===== config.mk =====
export PLATFORM = sky130hd
export DESIGN_NAME = sipo_rx_ctrl
export DESIGN_NICKNAME = d
export VERILOG_FILES = /design/src/rtl/sipo_rx_ctrl_pkg.sv /design/src/rtl/sipo_ce.sv /design/src/rtl/sipo_rx_ctrl.sv
export SDC_FILE = /design/constraint.sdc
export NUM_CORES = 1
export LEC_CHECK = 0
export CAP_MARGIN = 20
export CORE_MARGIN = 2
export CORE_UTILIZATION = 50
export CTS_CLUSTER_SIZE = 25
export DETAILED_ROUTE_END_ITERATION = 8
export PLACE_DENSITY = 0.76
export SLEW_MARGIN = 5
export SYNTH_ARGS = -nofsm -noshare
export SYNTH_HDL_FRONTEND = slang
export SYNTH_SLANG_ARGS = --single-unit
export TNS_END_PERCENT = 50

===== constraint.sdc =====
create_clock -name CLK -period 4.6 [get_ports CLK]
set_input_delay 0.92 -clock CLK [delete_from_list [all_inputs] [get_ports CLK]]
set_output_delay 0.92 -clock CLK [all_outputs]
set_load 0.01 [all_outputs]

===== src/rtl/sipo_rx_ctrl_pkg.sv =====
// Shared types and width helpers for the serial-frame receive controller.
package sipo_rx_ctrl_pkg;

    typedef enum logic [1:0] {
        ST_IDLE  = 2'd0,
        ST_START = 2'd1,
        ST_DATA  = 2'd2,
        ST_STOP  = 2'd3
    } state_e;

    // Bits needed to hold values 0..n-1 (minimum 1).
    function automatic int unsigned cw_of(input int unsigned n);
        int unsigned w;
        w = 1;
        while ((32'd1 << w) < n) begin
            w = w + 1;
        end
        return w;
    endfunction

endpackage


===== src/rtl/sipo_ce.sv =====
// WIDTH-bit right-shift register with clock enable; serial data enters the MSB.
module sipo_ce #(
    parameter int unsigned WIDTH = 4
) (
    input  logic             clk,
    input  logic             rst_n,
    input  logic             ce_i,
    input  logic             si_i,
    output logic [WIDTH-1:0] q_o
);

    logic [WIDTH-1:0] shift_q;
    logic [WIDTH-1:0] shift_d;

    always_comb begin
        shift_d = shift_q;
        if (ce_i) begin
            if (WIDTH == 1) begin
                shift_d = WIDTH'(si_i);
            end else begin
                shift_d = {si_i, shift_q[WIDTH-1:1]};
            end
        end
    end

    always_ff @(posedge clk or negedge rst_n) begin
        if (!rst_n) begin
            shift_q <= '0;
        end else begin
            shift_q <= shift_d;
        end
    end

    assign q_o = shift_q;

endmodule


===== src/rtl/sipo_rx_ctrl.sv =====
// Serial-frame receiver: start detect, mid-bit sampling prescaler, WIDTH-bit
// SIPO capture, stop check and VALID/READY hand-off of the received word.
module sipo_rx_ctrl
    import sipo_rx_ctrl_pkg::*;
#(
    parameter int unsigned WIDTH = 4,
    parameter int unsigned DIV   = 8
) (
    input  logic             CLK,
    input  logic             RESETN,
    input  logic             I,
    output logic [WIDTH-1:0] O,
    output logic             VALID,
    input  logic             READY,
    output logic             FERR,
    output logic             OVR,
    output logic             BUSY
);

    localparam int unsigned CW = cw_of(DIV);
    localparam int unsigned BW = cw_of(WIDTH + 1);

    logic [1:0]       sync_q;
    logic             sin;
    state_e           state_q, state_d;
    logic [CW-1:0]    presc_q, presc_d;
    logic [BW-1:0]    bitcnt_q, bitcnt_d;
    logic [WIDTH-1:0] data_q, data_d;
    logic             valid_q, valid_d;
    logic             ferr_q, ferr_d;
    logic             ovr_q, ovr_d;
    logic             busy_q, busy_d;
    logic             tick_c;
    logic             shift_ce_c;
    logic [WIDTH-1:0] shift_word;

    // Synchroniser resets to the idle level so release never looks like a start bit.
    always_ff @(posedge CLK or negedge RESETN) begin
        if (!RESETN) begin
            sync_q <= 2'b11;
        end else begin
            sync_q <= {sync_q[0], I};
        end
    end

    assign sin = sync_q[1];

    sipo_ce #(
        .WIDTH(WIDTH)
    ) u_shift (
        .clk  (CLK),
        .rst_n(RESETN),
        .ce_i (shift_ce_c),
        .si_i (sin),
        .q_o  (shift_word)
    );

    always_comb begin
        state_d    = state_q;
        presc_d    = presc_q;
        bitcnt_d   = bitcnt_q;
        data_d     = data_q;
        valid_d    = valid_q & ~READY;
        ferr_d     = 1'b0;
        ovr_d      = 1'b0;
        shift_ce_c = 1'b0;
        tick_c     = (state_q != ST_IDLE) && (presc_q == '0);

        if (state_q != ST_IDLE) begin
            presc_d = tick_c ? CW'(DIV - 1) : presc_q - CW'(1);
        end

        case (state_q)
            ST_IDLE: begin
                if (!sin) begin
                    presc_d = CW'(DIV / 2 - 1);
                    state_d = ST_START;
                end
            end
            ST_START: begin
                if (tick_c) begin
                    if (!sin) begin
                        bitcnt_d = '0;
                        state_d  = ST_DATA;
                    end else begin
                        state_d = ST_IDLE;
                    end
                end
            end
            ST_DATA: begin
                if (tick_c) begin
                    shift_ce_c = 1'b1;
                    bitcnt_d   = bitcnt_q + BW'(1);
                    if (bitcnt_q == BW'(WIDTH - 1)) begin
                        state_d = ST_STOP;
                    end
                end
            end
            ST_STOP: begin
                // A load on an accepting edge keeps VALID high with the new word.
                if (tick_c) begin
                    state_d = ST_IDLE;
                    if (sin) begin
                        if (!valid_q || READY) begin
                            data_d  = shift_word;
                            valid_d = 1'b1;
                        end else begin
                            ovr_d = 1'b1;
                        end
                    end else begin
                        ferr_d = 1'b1;
                    end
                end
            end
            default: begin
                state_d = ST_IDLE;
            end
        endcase

        busy_d = (state_d != ST_IDLE);
    end

    always_ff @(posedge CLK or negedge RESETN) begin
        if (!RESETN) begin
            state_q  <= ST_IDLE;
            presc_q  <= '0;
            bitcnt_q <= '0;
            data_q   <= '0;
            valid_q  <= 1'b0;
            ferr_q   <= 1'b0;
            ovr_q    <= 1'b0;
            busy_q   <= 1'b0;
        end else begin
            state_q  <= state_d;
            presc_q  <= presc_d;
            bitcnt_q <= bitcnt_d;
            data_q   <= data_d;
            valid_q  <= valid_d;
            ferr_q   <= ferr_d;
            ovr_q    <= ovr_d;
            busy_q   <= busy_d;
        end
    end

    assign O     = data_q;
    assign VALID = valid_q;
    assign FERR  = ferr_q;
    assign OVR   = ovr_q;
    assign BUSY  = busy_q;

endmodule


# --- Word-level counts from Yosys, hierarchy flattened ---
# Cells that the tools add are included.
# Widths: inputs -> output; s select.
totals:
  mem_bits_rw: 0
  n_memories: 0
  latch_bits: 0
  mem_bits_ro: 0
  word_cells: 59
  reg_bits: 22
op_classes:
  n_shift: 0
  mul: 0
  n_lt_le_gt_ge: 0
  n_eq_ne: 7
  n_bitwise: 2
  n_div: 0
  n_mux: 28
  n_addsub: 2
  n_reduce_logical: 10
op_table:
  columns: ["op", "n"]
  rows:
  - ["$mux 3", 7]
  - ["$mux 1", 13]
  - ["$mux 2", 6]
  - ["$pmux 2 s4", 1]
  - ["$reduce_and 4->1", 2]
  - ["$ne 2x2->1 const B", 3]
  - ["$pmux 3 s2", 1]
  - ["$reduce_bool 2->1", 3]
  - ["$eq 2x2->1 const B", 2]
  - ["$add 3x1->3 const B", 1]
  - ["$eq 3x2->1 const B", 1]
  - ["$logic_not 3->1", 1]
  - ["$sub 3x1->3 const B", 1]
  - ["$eq 2x1->1 const B", 1]
  - ["$logic_not 2->1", 1]
  - ["$and 1x1->1", 1]
  - ["$logic_and 1x1->1", 1]
  - ["$logic_not 1->1", 1]
  - ["$logic_or 1x1->1", 1]
  - ["$not 1->1", 1]

# --- Logic depth before layout (Yosys ltp) ---
# Gate-level depths: netlist of the first run.
depth:
  depth_word: 6
  mapped_depth: 5
  mapped_depth_nobuf: 5

# --- Modules after synthesis ---
# A second synthesis of the first run with hierarchy kept.
unflattened:
  cells_unflattened: 80
  hier_area_um2: 948.4
modules_own_cells:
  columns: ["module", "cells_each", "area_each_um2", "instances", "seq_area_each_um2"]
  rows:
  - ["sipo_rx_ctrl", 72, 803.3, 1, 452.9]
  - ["sipo_ce", 8, 145.1, 1, 100.1]

# --- Worst setup path before layout of the first run ---
# OpenSTA, ideal clock, no wires.
synth_timing:
  kind: "input -> register"
  from: "input READY"
  to: "register data_q[0] (netlist: O[0])"
  path_slack_ps: 2845
  stages: 3
  setup_ps: 125
  t_arrival_ps: 1630
  cell_sequence: "nand2b_1 > nor3b_4 > mux2_2"
synth_via:
  elab_chain_cells: 2
synth_lines:
  columns: ["element", "line_no", "source"]
  rows:
  - ["start: declaration", "sipo_rx_ctrl.sv:14", "input logic READY,"]
  - ["$logic_or 1x1->1", "sipo_rx_ctrl.sv:104", "if (!valid_q || READY) begin"]
  - ["$reduce_and 4->1 (no source line)", null, null]
  - ["end signal: assignment", "sipo_rx_ctrl.sv:137", "data_q <= data_d;"]
  - ["end: declaration", "sipo_rx_ctrl.sv:28", "logic [WIDTH-1:0] data_q, data_d;"]
# Every way passes these cells.
# A chain may end at the register's enable or synchronous reset.

# --- Worst setup path in the final report of the first run ---
layout_timing:
  from: "register valid_q (netlist: VALID)"
  to: "output VALID"
layout_lines:
  columns: ["element", "line_no", "source"]
  rows:
  - ["start: declaration", "sipo_rx_ctrl.sv:29", "logic valid_q, valid_d;"]
  - ["start signal: assignment", "sipo_rx_ctrl.sv:138", "valid_q <= valid_d;"]
  - ["end: declaration", "sipo_rx_ctrl.sv:13", "output logic VALID,"]
# No word-level cell between the ends.

==> flow_summary.ini, run 1 <==
[worst_setup_path]
cpPeakStageDelay_ns = 0.53
path_cells = clkdlybuf4s50_1
critPathBufInv = 1
ff2ff_path_depth = 5
startpoint_type = flip-flop
slowest_stage = clkdlybuf4s50_1
required_ns = 3.68
timing.rr.start = presc_q[0]
crit_path_end_kind = output pin
cpLargestDelayFamily = buffers and inverters
reg2reg_slack_ns = 2.85
cp_data_arrival_time_ns = 1.21
timing.rr.end = O[2]
cp_max_fo = 2
worstSetupPathType = reg -> out

[timing]
holdWs_ns = 0.369
finalSetupViolCount = 0
rsz0062_at_grt = false
setup_ws_ns = 2.47
relSlewSlack_pct = 37.4
fmax_ghz = 0.470
skew_ns = 0.00348
maxSlewViolCount = 0
hold_violations = 0
fin_crit_ns = 2.13
tightest_slew_ns = 0.936
setup_tns_ns = 0
min_period_over_period_pct = 46.2

[cts]
cts_sinks = 22
post_cts_resized = 0
clock_latency_ns = 0.30
numCtsBuffers = 3
cts_tree = yes
htreeDepth = 1
cts_buffer_depth = 2
clockRootBuffer = clkbuf_4
holdBufCountCts = 0
clkTransAtPathRegs_ns = 0.11
postCtsSetupBuffers = 0

[synth]
synthCells = 80
syn_area_um2 = 955
seq_area_frac_synth_pct = 57.9
syn_nets = 88
yosys.area.top_type_share_pct = 52.4
yosysUniqueCellTypes = 25
synth.avg_cell_area_um2 = 11.9
synthArstFlopShare_pct = 100
synth_edf_count = 0
ys_warn_count = 0
synth.top_cells.by_area = dfrtp_1 52%, mux2_2 9.4%, dfstp_2 5.5%
synth_top_cell_by_area = dfrtp_1
synth_seq_cells = 22
synth_ff_type = dfrtp_1

[layout]
drive_above_1_share_pct = 19.1
post-route-util_pct = 64.0
area_growth_pct = 18.2
antennaDiodeCount = 0
layout.nets = 103

[place]
dp_slack_ns = 2.30
portBuffers = 11
place_congestion = 0.697
detailed_place_hpwl_mm = 1.13

[floorplan]
initial_utilization_pct = 54.1
core-area_um2 = 1760
fp.dieH_um = 47.7
pin_count = 12
die_x_um = 47.7
rows = 15
die_area_um2 = 2270

[global_route]
grt_pass1_vias = 593
track_usage_pct = 17.4
antenna_found_initial = 0
grt_first_pass_wirelength_mm = 2.59
grt_max_degree = 23
overflow = 0

[power_and_ir_drop]
p_per_area_nw_per_um2 = 491
total_power_uw = 554
worst_ir_drop_vdd_mv = 0.254
p_leak_nw = 0.502

[min_path]
hold_start = sync_q[0]
min_path_type = reg -> reg
worstHoldEndpoint = sync_q[1]
hold_depth = 0

[drt]
via_per_inst = 5.29
drc = 0
met2_length_um = 701
wl_met3_um = 63
wl_mm = 1.52
highest-signal-layer = met4
drt-pass1-iter-count = 4
dr.first_iter.drc_count = 4
wl_met1_um = 724
vias = 630
wl_per_cell_um = 12.8
antenna_left = 0

[outcome]
status = complete, no violations

[run]
timing.max_cap.violations = 0
==> registers in the layout, summed over array words and instances, names as in the netlist <==
name         cells
BUSY             1
FERR             1
O                4
OVR              1
VALID            1
bitcnt_q         3
presc_q          3
state_q          2
sync_q           2
u_shift.q_o      4
==> worst max path at each step <==
stage / cells past startpoint / slack [ns] / end / from
final: 1 / 2.47 / VALID / VALID
after global routing: 1 / 2.41 / VALID / VALID
after CTS: 1 / 2.46 / O[2] / O[2]
after detailed placement: 4 / 2.30 / O[2] / READY
after global placement: 4 / 2.32 / O[0] / READY
after floorplan: 3 / 2.85 / O[0] / READY
==> where the power goes <==
group          switching (mW)  internal (mW)  total (mW)
Combinational          0.0827         0.0837       0.166
Sequential             0.0456          0.238       0.283
Clock                  0.0555         0.0483       0.104
Total                   0.184          0.370       0.554
==> layout by cell type (no fill, tap or decap), drive strengths merged <==
cell type	count
a211oi	2
a21oi	3
a311oi	1
a31oi	2
a32oi	1
clkbuf	4
clkdlybuf4s50	11
dfrtp	20
dfstp	2
ha	4
inv	5
mux2	8
nand2	5
nand2b	3
nand3b	2
nand4bb	1
nor2	11
nor2b	1
nor3	1
nor3b	2
o21ai	2
o221a	1
or2	1
or3	1
==> area by class of cell <==
type,instances,area (um^2)
flip-flops and latches,22,553
well taps,25,31.3
multi-input cells,52,379
repair buffers,11,110
clock buffers,4,36.3
fillers,153,636
inverters,5,18.8
==> per-stage QoR <==
step                area (um^2)  instances
floorplan                   955         80
global placement           1090        115
detailed placement         1090        115
CTS                        1130        119
global route               1130        119
finish                     1130        119
==> synthesized netlist by cell type, types with 2 or more instances <==
master	count
ha_1	4
a211oi_1	2
dfrtp_1	20
nand2b_1	3
nand2_1	5
a31oi_1	2
dfstp_2	2
nor2_1	10
o21ai_0	2
mux2_2	8
nand3b_1	2
inv_1	5
a21oi_1	3
==> cells by family (layout without fill, tap and decap cells) <==
| family | Yosys count | in the layout | share of synthesized area, % |
|---|---|---|---|
| compound gates | 12 | 12 | 8.52 |
| fa+ha+maj | 4 | 4 | 5.24 |
| buf+inv | 6 | 20 | 2.36 |
| flops | 22 | 22 | 57.9 |
| mux | 8 | 8 | 9.44 |
| simple gates | 28 | 28 | 16.5 |
==> per-layer routing <==
metal | up-vias | track usage [%]
li1 | 305 | -
met1 | 308 | 22.7
met2 | 13 | 25.9
met3 | 4 | 5.66
met4 | 0 | 9.19
met5 | - | 0
No activity file was read; power rests on OpenSTA's default activity.
==> run 2, diff against run 1 <==
==> constraint.sdc (replaced) <==
create_clock -name CLK -period 2.2 [get_ports CLK]
set_input_delay 0.44 -clock CLK [delete_from_list [all_inputs] [get_ports CLK]]
set_output_delay 0.44 -clock CLK [all_outputs]
set_load 0.01 [all_outputs]
==> flow_summary.ini, run 2 (synthesis results as in run 1) <==
[drt]
vias = 642
wl_mm = 1.62
dr.first_iter.drc_count = 12
via_per_inst = 5.35
drt-pass1-iter-count = 5
antenna_left = 0
drc = 0
wl_per_cell_um = 13.5

[layout]
final_cell_mix = 20 x dfrtp_1, 11 x clkdlybuf4s50_1, 10 x nor2_1, 8 x mux2_2
drive_above_1_share_pct = 20.0
fin_cells = 120
multi_input_area_um2 = 379
final_common_cell = dfrtp_1
antennaDiodeCount = 0
layout.nets = 104
seq_area_um2 = 553
area_growth_pct = 19.0
fill_cells = 152

[cts]
postCtsSetupBuffers = 0
numCtsBuffers = 3
clockRootBuffer = clkbuf_4
cts_tree = yes
cts_sinks = 22
holdBufCountCts = 0
clock_latency_ns = 0.31
htreeDepth = 1
clkTransAtPathRegs_ns = 0.13
post_cts_resized = 0
cts_buffer_depth = 2

[worst_setup_path]
cp_data_arrival_time_ns = 1.98
cp_max_fo = 6
required_ns = 2.40
startpoint_type = flip-flop
worstSetupPathType = reg -> reg
crit_path_end_kind = flip-flop

[place]
place_congestion = 0.685
placed_cells_incl_taps = 116
detailed_place_hpwl_mm = 1.15
portBuffers = 11

[timing]
maxSlewViolCount = 0
min_period_over_period_pct = 80.8
fin_crit_ns = 1.78
relSlewSlack_pct = 67.2
tightest_slew_ns = 0.490
rsz0062_at_grt = false
skew_ns = 0.00680
holdWs_ns = 0.366
setup_tns_ns = 0
finalSetupViolCount = 0
fmax_ghz = 0.563
hold_violations = 0

[floorplan]
core-area_um2 = 1760
die_area_um2 = 2270
rows = 15
initial_utilization_pct = 54.1
fp.dieH_um = 47.7
pin_count = 12
die_x_um = 47.7

[global_route]
track_usage_pct = 18.2
overflow = 0
grt_pass1_vias = 615
grt_first_pass_wirelength_mm = 2.79
grt_max_degree = 23
antenna_found_initial = 0

[run]
timing.max_cap.violations = 0

[power_and_ir_drop]
p_per_area_nw_per_um2 = 1030
total_power_mw = 1.17
p_leak_nw = 0.507
worst_ir_drop_vdd_mv = 0.508

[outcome]
status = complete, no violations

[min_path]
min_path_type = reg -> reg
==> run 2: through the flow <==
step	util [%]	setup WS, ns	instance area, um^2
finish	64.4	0.423	1140
global route	64.4	0.271	1140
CTS	64.4	0.410	1140
detailed placement	62.3	0.364	1100
global placement	62.3	0.406	1100
floorplan	-	0.638	955
==> run 2: layout make-up <==
type | count | area share, %
clock buffers | 4 | 3.19
inverters | 5 | 1.65
multi-input cells | 52 | 33.4
flip-flops and latches | 22 | 48.7
well taps | 25 | 2.75
repair buffers | 12 | 10.4
==> run 2: power breakdown <==
| part | internal [mW] | switching (mW) | leakage [nW] | total, mW |
|---|---|---|---|---|
| registers | 0.497 | 0.0964 | 0.283 | 0.594 |
| clock network | 0.101 | 0.124 | 0.0210 | 0.225 |
| logic | 0.176 | 0.178 | 0.203 | 0.354 |
==> run 2: routing by layer <==
metal / vias up / routed length (um) / track usage, %
li1: 313 / - / -
met1: 312 / 814 / 24.3
met2: 15 / 749 / 27.2
met3: 2 / 47 / 4.53
met4: 0 / 12 / 9.73
met5: - / 0 / 0
==> run 2: worst max-delay path, stage by stage, from the launching register on <==
cell      delay [ns]
dfrtp_1         0.38
inv_1           0.12
ha_1            0.27
nand3b_1        0.19
nor3b_4         0.33
mux2_2          0.38
==> run 2: final timing paths <==
| kind | startpoint | to | slack [ns] | depth (start not counted) |
|---|---|---|---|---|
| min reg2reg | sync_q[0] | sync_q[1] | 0.37 | 0 |
| min in group asynchronous | RESETN | presc_q[2] | 0.45 | 2 |
| max | presc_q[0] | O[2] | 0.42 | 5 |
| max in group asynchronous | RESETN | sync_q[0] | 1.47 | 2 |
| min | sync_q[0] | sync_q[1] | 0.37 | 0 |
| max reg2reg | presc_q[0] | O[2] | 0.42 | 5 |
